===== src/rtl/ex_stage_alu_driver.sv =====
// Execute-stage front end: ID/EX register, ALU control decode, operand
// forwarding toward the external combinational ALU, and the EX/MEM register
// that captures the ALU result and the branch decision.

// One operand's forwarding mux. MEM beats WB, and register 0 never forwards.
module ex_fwd_mux #(
  parameter int WIDTH   = 32,
  parameter int REGBITS = 5
) (
  input  logic [REGBITS-1:0] ex_reg,
  input  logic [WIDTH-1:0]   reg_data,
  input  logic               mem_fwd_en,
  input  logic [REGBITS-1:0] mem_rd,
  input  logic [WIDTH-1:0]   mem_data,
  input  logic               wb_fwd_en,
  input  logic [REGBITS-1:0] wb_rd,
  input  logic [WIDTH-1:0]   wb_data,
  output logic [WIDTH-1:0]   fwd_data
);
  logic hit_mem, hit_wb;

  // Priority select: newest producer (MEM) first, then WB, else register file.
  always_comb begin
    hit_mem  = mem_fwd_en && (mem_rd != '0) && (mem_rd == ex_reg);
    hit_wb   = wb_fwd_en  && (wb_rd  != '0) && (wb_rd  == ex_reg);
    fwd_data = reg_data;
    if (hit_mem)     fwd_data = mem_data;
    else if (hit_wb) fwd_data = wb_data;
  end
endmodule

module ex_stage_alu_driver #(
  parameter int WIDTH   = 32,
  parameter int REGBITS = 5
) (
  input  logic               CLK,
  input  logic               RESET,
  input  logic               STALL,
  input  logic               FLUSH,
  input  logic               ID_VALID,
  input  logic [REGBITS-1:0] ID_RS,
  input  logic [REGBITS-1:0] ID_RT,
  input  logic [REGBITS-1:0] ID_RD,
  input  logic [WIDTH-1:0]   ID_RS_DATA,
  input  logic [WIDTH-1:0]   ID_RT_DATA,
  input  logic [WIDTH-1:0]   ID_IMM,
  input  logic [WIDTH-1:0]   ID_PC4,
  input  logic               ID_ALUSRC,
  input  logic [1:0]         ID_ALUOP,
  input  logic [5:0]         ID_FUNCT,
  input  logic               ID_REGWRITE,
  input  logic               ID_BRANCH,
  input  logic               WB_REGWRITE,
  input  logic [REGBITS-1:0] WB_RD,
  input  logic [WIDTH-1:0]   WB_DATA,
  output logic [WIDTH-1:0]   ALU_IN1,
  output logic [WIDTH-1:0]   ALU_IN2,
  output logic [3:0]         ALU_CONTROL,
  input  logic [WIDTH-1:0]   ALU_OUT,
  input  logic               ALU_ZERO,
  output logic               MEM_VALID,
  output logic               MEM_REGWRITE,
  output logic [WIDTH-1:0]   MEM_RESULT,
  output logic [WIDTH-1:0]   MEM_STORE_DATA,
  output logic [REGBITS-1:0] MEM_RD,
  output logic               BR_TAKEN,
  output logic [WIDTH-1:0]   BR_TARGET
);
  localparam int NUM_OPS = 2;  // operand A (rs), operand B (rt)

  localparam logic [3:0] CTL_AND = 4'b0000;
  localparam logic [3:0] CTL_ADD = 4'b0010;
  localparam logic [3:0] CTL_OR  = 4'b0011;
  localparam logic [3:0] CTL_SLT = 4'b0100;
  localparam logic [3:0] CTL_SUB = 4'b0110;
  localparam logic [3:0] CTL_NOP = 4'b1111;

  typedef struct packed {
    logic               valid;
    logic               regwrite;
    logic               branch;
    logic               alusrc;
    logic [1:0]         aluop;
    logic [5:0]         funct;
    logic [REGBITS-1:0] rs;
    logic [REGBITS-1:0] rt;
    logic [REGBITS-1:0] rd;
    logic [WIDTH-1:0]   rs_data;
    logic [WIDTH-1:0]   rt_data;
    logic [WIDTH-1:0]   imm;
    logic [WIDTH-1:0]   pc4;
  } idex_t;

  typedef struct packed {
    logic               valid;
    logic               regwrite;
    logic [WIDTH-1:0]   result;
    logic [WIDTH-1:0]   store_data;
    logic [REGBITS-1:0] rd;
    logic               br_taken;
    logic [WIDTH-1:0]   br_target;
  } exmem_t;

  idex_t  idex_in, idex_d, idex_q;
  exmem_t exmem_d, exmem_q;

  logic [NUM_OPS-1:0][REGBITS-1:0] op_reg;
  logic [NUM_OPS-1:0][WIDTH-1:0]   op_data;
  logic [NUM_OPS-1:0][WIDTH-1:0]   op_fwd;
  logic                            mem_fwd_en;

  // Incoming decode slot; an invalid decode is turned into an all-zero bubble.
  always_comb begin
    idex_in = '0;
    if (ID_VALID) begin
      idex_in.valid    = 1'b1;
      idex_in.regwrite = ID_REGWRITE;
      idex_in.branch   = ID_BRANCH;
      idex_in.alusrc   = ID_ALUSRC;
      idex_in.aluop    = ID_ALUOP;
      idex_in.funct    = ID_FUNCT;
      idex_in.rs       = ID_RS;
      idex_in.rt       = ID_RT;
      idex_in.rd       = ID_RD;
      idex_in.rs_data  = ID_RS_DATA;
      idex_in.rt_data  = ID_RT_DATA;
      idex_in.imm      = ID_IMM;
      idex_in.pc4      = ID_PC4;
    end
  end

  // ID/EX next state: stall holds (and masks flush), flush inserts a bubble.
  always_comb begin
    idex_d = idex_in;
    if (STALL)      idex_d = idex_q;
    else if (FLUSH) idex_d = '0;
  end

  // ALU control decode; anything not recognised, or a bubble, drives NOP.
  always_comb begin
    ALU_CONTROL = CTL_NOP;
    if (idex_q.valid) begin
      unique case (idex_q.aluop)
        2'b00: ALU_CONTROL = CTL_ADD;
        2'b01: ALU_CONTROL = CTL_SUB;
        2'b11: ALU_CONTROL = CTL_OR;
        2'b10: begin
          case (idex_q.funct)
            6'b100000: ALU_CONTROL = CTL_ADD;
            6'b100010: ALU_CONTROL = CTL_SUB;
            6'b100100: ALU_CONTROL = CTL_AND;
            6'b100101: ALU_CONTROL = CTL_OR;
            6'b101010: ALU_CONTROL = CTL_SLT;
            default:   ALU_CONTROL = CTL_NOP;
          endcase
        end
        default: ALU_CONTROL = CTL_NOP;
      endcase
    end
  end

  // Per-operand source registers and register-file data for the forwarding muxes.
  always_comb begin
    op_reg[0]  = idex_q.rs;
    op_reg[1]  = idex_q.rt;
    op_data[0] = idex_q.rs_data;
    op_data[1] = idex_q.rt_data;
    mem_fwd_en = exmem_q.regwrite & exmem_q.valid;
  end

  for (genvar g = 0; g < NUM_OPS; g++) begin : g_fwd
    ex_fwd_mux #(.WIDTH(WIDTH), .REGBITS(REGBITS)) u_fwd (
      .ex_reg    (op_reg[g]),
      .reg_data  (op_data[g]),
      .mem_fwd_en(mem_fwd_en),
      .mem_rd    (exmem_q.rd),
      .mem_data  (exmem_q.result),
      .wb_fwd_en (WB_REGWRITE),
      .wb_rd     (WB_RD),
      .wb_data   (WB_DATA),
      .fwd_data  (op_fwd[g])
    );
  end

  // Operand drive: immediate replaces operand B when ALUSrc is set.
  always_comb begin
    ALU_IN1 = op_fwd[0];
    ALU_IN2 = idex_q.alusrc ? idex_q.imm : op_fwd[1];
  end

  // EX/MEM next state: capture the ALU response unless stalled.
  always_comb begin
    exmem_d = exmem_q;
    if (!STALL) begin
      exmem_d.valid      = idex_q.valid;
      exmem_d.regwrite   = idex_q.regwrite;
      exmem_d.result     = ALU_OUT;
      exmem_d.store_data = op_fwd[1];
      exmem_d.rd         = idex_q.rd;
      exmem_d.br_taken   = idex_q.valid & idex_q.branch & ALU_ZERO;
      exmem_d.br_target  = idex_q.pc4 + (idex_q.imm << 2);
    end
  end

  // Pipeline registers with synchronous reset.
  always_ff @(posedge CLK) begin
    if (RESET) begin
      idex_q  <= '0;
      exmem_q <= '0;
    end else begin
      idex_q  <= idex_d;
      exmem_q <= exmem_d;
    end
  end

  // Registered EX/MEM outputs.
  always_comb begin
    MEM_VALID      = exmem_q.valid;
    MEM_REGWRITE   = exmem_q.regwrite;
    MEM_RESULT     = exmem_q.result;
    MEM_STORE_DATA = exmem_q.store_data;
    MEM_RD         = exmem_q.rd;
    BR_TAKEN       = exmem_q.br_taken;
    BR_TARGET      = exmem_q.br_target;
  end
endmodule


===== config.mk =====
export PLATFORM = sky130hd
export DESIGN_NAME = ex_stage_alu_driver
export DESIGN_NICKNAME = d
export VERILOG_FILES = /design/src/rtl/ex_stage_alu_driver.sv
export SDC_FILE = /design/constraint.sdc
export NUM_CORES = 1
export LEC_CHECK = 0
export ABC_AREA = 1
export CORE_AREA = 2 2 242 244
export CTS_BUF_LIST = sky130_fd_sc_hd__clkbuf_4 sky130_fd_sc_hd__clkbuf_8
export CTS_CLUSTER_DIAMETER = 60
export DETAILED_ROUTE_END_ITERATION = 16
export DIE_AREA = 0 0 244 246
export PLACE_DENSITY = 0.45
export SLEW_MARGIN = 30
export SYNTH_ARGS = -nofsm -noshare
export SYNTH_HDL_FRONTEND = slang
export SYNTH_SLANG_ARGS = --single-unit

===== constraint.sdc =====
create_clock -name CLK -period 3.2 [get_ports CLK]
set_input_delay 0.48 -clock CLK [delete_from_list [all_inputs] [get_ports CLK]]
set_output_delay 0.48 -clock CLK [all_outputs]
set_load 0.01 [all_outputs]

==> out/results.ini, run 1 <==
[floorplan]
die_w_um=244
initial_core_util_pct=24.69
die_h_um=246
rows=88
dieArea_mm2=0.06002
coreArea_mm2=0.05737
ioPinCount=402

[critical_path]
reg2reg_depth=13
r2r_slack_ns=0.50
critPathKind=register to output port
arrival_ns=2.58
crit_start=idex_q[136]$_SDFFE_PP0N_
critPathCapture=ALU_IN2[6]
setup.worst_path.start_class=register
timing.rr.start=idex_q[32]$_SDFFE_PP0N_
end_kind=output port
required_ns=2.72
crit_fanout=21
r2r-end=BR_TARGET[30]$_SDFFE_PP0N_

[synth]
synth_top_family_by_area=simple AND/OR/NAND/NOR gates
synth_cells=2241
ys_types=36
netlist_top_cells_count=nand2_1 (654), nand3_1 (326), dfxtp_1 (259)
muxShareOfSynthArea_pct=0
synth_most_common_cell=nand2_1
netlist.area_leader.share_pct=36.61
yosys.area_share.simple_pct=35.79
yosys_warnings=0
synthXorXnorAreaFrac_pct=2.218
syn-num-nets=2501
ys_ff_latch=259
synth-compound-area-share_pct=11.56
netlist.top_cell.by_area=dfxtp_1
avgSynthCellArea_um2=6.319
async_reset_ff_share_pct=0
ys.flop_type=dfxtp_1
syn-cell-area_mm2=0.01416
synthAdderAreaFrac_pct=2.704
synthTopCellsByArea=dfxtp_1 (37%), nand2_1 (17%), nand3_1 (12%)
yosysSeqAreaShare_pct=36.61
synth_edf_count=0

[routing]
drc=0
drtIter0Drc=784
drt_pass1_iterations=5
wl_per_cell_um=18.93
drtAntennaViolNets=0
routed_wl_um=64640
viasPerCell=4.591
num_vias=15670

[placement]
dp_slack_ns=-0.1204
place_area_mm2=0.01917
portBuffers=401
dp.cells=3315
gp_congestion=0.8679
dp_hpwl_um=48280

[cts]
path_clk_slew_ns=0.06
cts_buffer_depth=3
htreeDepth=2
cts_hold_buf=0
cts_inserted_buffers=52
cts_tree=built
clk_latency_ns=0.66
cts.sinks=259
cts-root-buf=clkbuf_8

[cells_and_area]
fillerInstances=6311
instances_no_fill=3414
final_area_mm2=0.02035
fin_util_pct=35.48
multi_input_area_mm2=0.007486
nets=2872
drive_above_1_share_pct=6.986
area_delta_synth_final_pct=43.72
ff_latch_area_mm2=0.005210

[timing]
fmax_ghz=0.3270
worst_slew_pin_slew_ns=0.8175
hold_viol=0
tns_ns=0
drv_slew=0
fin_crit_sh_pct=95.55
rsz0062_at_grt=no
fin_ws_ns=0.1423
slew-limit-headroom_pct=45.50
finalClockSkew_ns=0.03971
fin_hold_ws_ns=0.3317
fin_crit_ns=3.058
setup_viol=0

[power]
powerDensity_mw_per_mm2=405.3
p_total_mw=8.250
p_leak_nw=9.402
peakVddDrop_mv=0.2526

[job]
drv_cap=0

[global_route]
antenna_found_initial=7
grt_pass1_wl_um=96840
grt_start_max_net_pins=149
grt-ovfl-total=0
track_usage_pct=21.09
grt_pass1_vias=15700

[min_path]
hold_class=input port to register
hold_path_startpoint=ID_VALID

[run_status]
status=finished clean

cells by family (layout without fill, tap and decap cells):
| logic type | Yosys count | in the layout |
|---|---|---|
| compound gates | 307 | 307 |
| xor+xnor | 35 | 35 |
| fa+ha+maj | 30 | 30 |
| buf+inv | 397 | 803 |
| flops | 259 | 259 |
| other cells | 0 | 1 |
| simple gates | 1213 | 1214 |
cell type report:
class	count	share of cell area (%)
sequential	259	25.60
clock buffer	82	4.838
multi-input combinational	1586	36.78
clock inverter	8	0.2828
antenna	1	0.01230
timing repair buffer	456	23.03
inverter	257	4.752
tap	765	4.703
metal layers:
metal,track usage (%),vias up,wire (um)
met5,0,-,86
met4,4.824,12,1087
met3,4.597,83,3935
met2,36.18,451,30570
met1,26.93,7261,28960
li1,-,7865,-
how the worst min path moves through the flow:
| stage | end | slack (ns) | cells past startpoint |
|---|---|---|---|
| CTS | idex_q[113]$_SDFFE_PP0N_ | 0.28 | 3 |
| detailed placement | MEM_RD[3]$_SDFFE_PP0N_ | 0.45 | 2 |
| global placement | MEM_RD[3]$_SDFFE_PP0N_ | 0.45 | 2 |
| floorplan | idex_q[105]$_SDFFE_PP0N_ | 0.44 | 2 |
| finish | idex_q[108]$_SDFFE_PP0N_ | 0.33 | 3 |
| global route | idex_q[108]$_SDFFE_PP0N_ | 0.33 | 3 |
power breakdown:
group	internal (mW)	switching, mW	leakage, nW
sequential	3.35	0.105	2.12
clock	1.94	1.57	0.553
combinational	0.614	0.670	6.73
total	5.90	2.35	9.40
cell usage in the layout (no fill, tap or decap), types with 4 or more instances in the layout:
master / instances
nand2_1: 650
clkdlybuf4s50_1: 333
nand3_1: 325
inv_1: 256
dfxtp_1: 247
nor2_1: 207
a21oi_1: 188
o21ai_1: 62
clkbuf_8: 61
dlygate4sd2_1: 49
a211oi_1: 32
buf_4: 31
ha_1: 29
xor2_1: 24
clkbuf_4: 23
buf_12: 21
o21ai_0: 18
dlymetal6s2s_1: 13
xnor2_1: 10
dfxtp_2: 8
nand2_2: 7
nand4_1: 5
nor2_4: 5
dfxtp_4: 4
what timing repair did:
item                                    4_1_cts  5_1_grt
pin swaps                                     3        2
endpoints found under the setup margin       64       28
resized for setup                            80       20
buffers inserted                              5        1
gates cloned                                  2        0
critical path: stages, from the launching register on:
cell and delay (ns):
dfxtp_1 0.48, xor2_1 0.27, nor2_4 0.07, buf_12 0.16
buf_12 0.15, nand3_1 0.08, nand3_1 0.13, nand2_1 0.10
nand2_1 0.06, nand2_1 0.12, dlygate4sd2_1 0.28
sequential cells by signal, summed over array words and instances, names as in the netlist:
signal,flops
BR_TAKEN,1
BR_TARGET,32
MEM_RD,5
MEM_REGWRITE,1
MEM_RESULT,32
MEM_STORE_DATA,32
MEM_VALID,1
idex_q,155
No activity file was read; power rests on OpenSTA's default activity.
==> inputs of run 2 (changes only) <==
CAP_MARGIN = 20   (was default)
CELL_PAD_IN_SITES_DETAIL_PLACEMENT = 0   (was default)
CELL_PAD_IN_SITES_GLOBAL_PLACEMENT = 1   (was default)
PLACE_DENSITY = 0.61   (was 0.45)
==> run 2 against run 1 <==
Compared with the run above: power rose by 3.4%; final area grew 0.49%; clock skew fell by 0.010 ns; clock power increased by 8.3%; first-iteration DRC count is 1.4% lower; critical path depth did not move; register-to-register slack got worse by 0.02 ns; global-route usage rose by 0.28 points; sequential share of layout area down 0.14 points; routed wire length increased by 2.1%.
==> out/results.ini, run 2 (synthesized netlist as in run 1, its figures left out) <==
[cts]
cts-root-buf=clkbuf_8
htreeDepth=2
path_clk_slew_ns=0.06
clk_latency_ns=0.63
cts.sinks=259
cts_inserted_buffers=52
cts_tree=built
cts_buffer_depth=3

[critical_path]
required_ns=2.72
path_common_cell=nand2_1
critPathKind=register to output port
arrival_ns=2.63
crit_start=MEM_RD[2]$_SDFFE_PP0N_
critical_path.top_delay_family=simple AND/OR/NAND/NOR gates
reg2reg_depth=13
timing.rr.start=idex_q[32]$_SDFFE_PP0N_
worst-path-buf-inv=3
crit_fanout=32
path_cells=nor3_1 > nand2_1 > nand3_4 > buf_4 > nor4_4 > nand2_4 > buf_12 > nand2_1 > o21ai_2 > dlygate4sd2_1
crit_path_max_incr_delay_ns=0.40
end_kind=output port
worst-path-stages=10
r2r_slack_ns=0.48
critPathSlowestCell=dfxtp_4
setup.worst_path.start_class=register
r2r-end=BR_TARGET[22]$_SDFFE_PP0N_

[cells_and_area]
regMostFlops=idex_q
multi_input_area_mm2=0.007552
final_area_mm2=0.02045
ff_latch_area_mm2=0.005207
layout_commonest_cell=nand2_1
layout_common_cells=nand2_1 (651), clkdlybuf4s50_1 (334), nand3_1 (325)
instances_no_fill=3418
nets=2872
drive_above_1_share_pct=7.657
fillerInstances=6306
area_delta_synth_final_pct=44.42
largest_reg_flops=155

[floorplan]
dieArea_mm2=0.06002
initial_core_util_pct=24.69
ioPinCount=402
die_w_um=244
coreArea_mm2=0.05737
rows=88
die_h_um=246

[timing]
worst_slew_pin_slew_ns=0.7292
drv_slew=0
fmax_ghz=0.3219
slew-limit-headroom_pct=51.39
finalClockSkew_ns=0.02975
setup_viol=0
fin_crit_sh_pct=97.08
fin_crit_ns=3.107
hold_viol=0

[run_status]
status=finished clean

[power]
p_total_mw=8.528
p_leak_nw=9.273
powerDensity_mw_per_mm2=417.0
peakVddDrop_mv=0.2570

[min_path]
hold_path_depth=3
hold_path_startpoint=ID_VALID
hold_class=input port to register
hold-path-endpoint=idex_q[113]$_SDFFE_PP0N_

[routing]
drtAntennaViolNets=0
drtIter0Drc=773
routed_wl_um=66020
viasPerCell=4.590
drc=0
wl_per_cell_um=19.32
num_vias=15690
drt_pass1_iterations=5

[global_route]
grt_pass1_vias=15940
antenna_found_initial=6
track_usage_pct=21.37
grt_start_max_net_pins=119
grt-ovfl-total=0
grt_pass1_wl_um=98160

[placement]
dp.cells=3306
portBuffers=401
gp_congestion=0.9308
place_area_mm2=0.01904
dp_hpwl_um=47760

[job]
drv_cap=0

run 2: worst max path at each step:
stage / to
2_1_floorplan: ALU_IN1[23]
3_3_place_gp: ALU_IN2[0]
3_5_place_dp: ALU_IN2[0]
4_1_cts: ALU_IN2[9]
5_1_grt: ALU_IN1[6]
6_report: ALU_IN1[6]
run 2: layer usage:
metal	track usage, %	share of wire (%)	vias to the layer above
met5	0	0.095	-
met4	5.757	2.3	10
met3	5.403	7.0	94
li1	-	-	7877
met2	37.04	48	436
met1	26.22	43	7271
run 2: report_power, final:
part / internal [mW] / switching (mW)
registers: 3.35 / 0.104
logic: 0.606 / 0.676
clock network: 2.23 / 1.57
run 2: through the flow:
stage          TNS (ns)  setup WS (ns)  util [%]  hold slack, ns
5_1_grt        -0.01481      -0.007846     35.65          0.3868
2_1_floorplan         0          1.255         -          0.4364
3_3_place_gp     -2.916        -0.1379     33.20          0.4435
3_5_place_dp     -2.533        -0.1177     33.20          0.4551
6_report              0        0.09345     35.65          0.3940
4_1_cts               0       0.005634     35.50          0.3522
run 2: worst reg2reg max path, cell delays in order, from the launching register on:
cell     delay (ns)
dfxtp_1        0.35
ha_1           0.42
inv_1          0.11
fa_1           0.50
inv_1          0.16
nand3_1        0.08
nand3_1        0.20
nand3_1        0.11
nand3_1        0.22
nand2_1        0.12
nand3_1        0.09
nand3_1        0.14
nand2_1        0.09
inv_1          0.04
run 2: cell type report:
cell class                      instances  share of cell area, %
Antenna cell                            2                0.02447
Clock buffer                           85                  5.139
Clock inverter                          8                 0.4833
Inverter                              257                  4.729
Multi-Input combinational cell       1587                  36.93
Sequential cell                       259                  25.46
Tap cell                              765                  4.680
Timing Repair Buffer                  455                  22.56
run 2: timing repair:
| item | 4_1_cts | 5_1_grt |
|---|---|---|
| endpoints found under the hold margin | 0 | 0 |
| resized for setup | 88 | 39 |
| hold buffers | 0 | 0 |
| cloned | 3 | 1 |
| setup endpoints to repair | 64 | 30 |
| setup buffers | 10 | 3 |
| pin swaps | 6 | 2 |
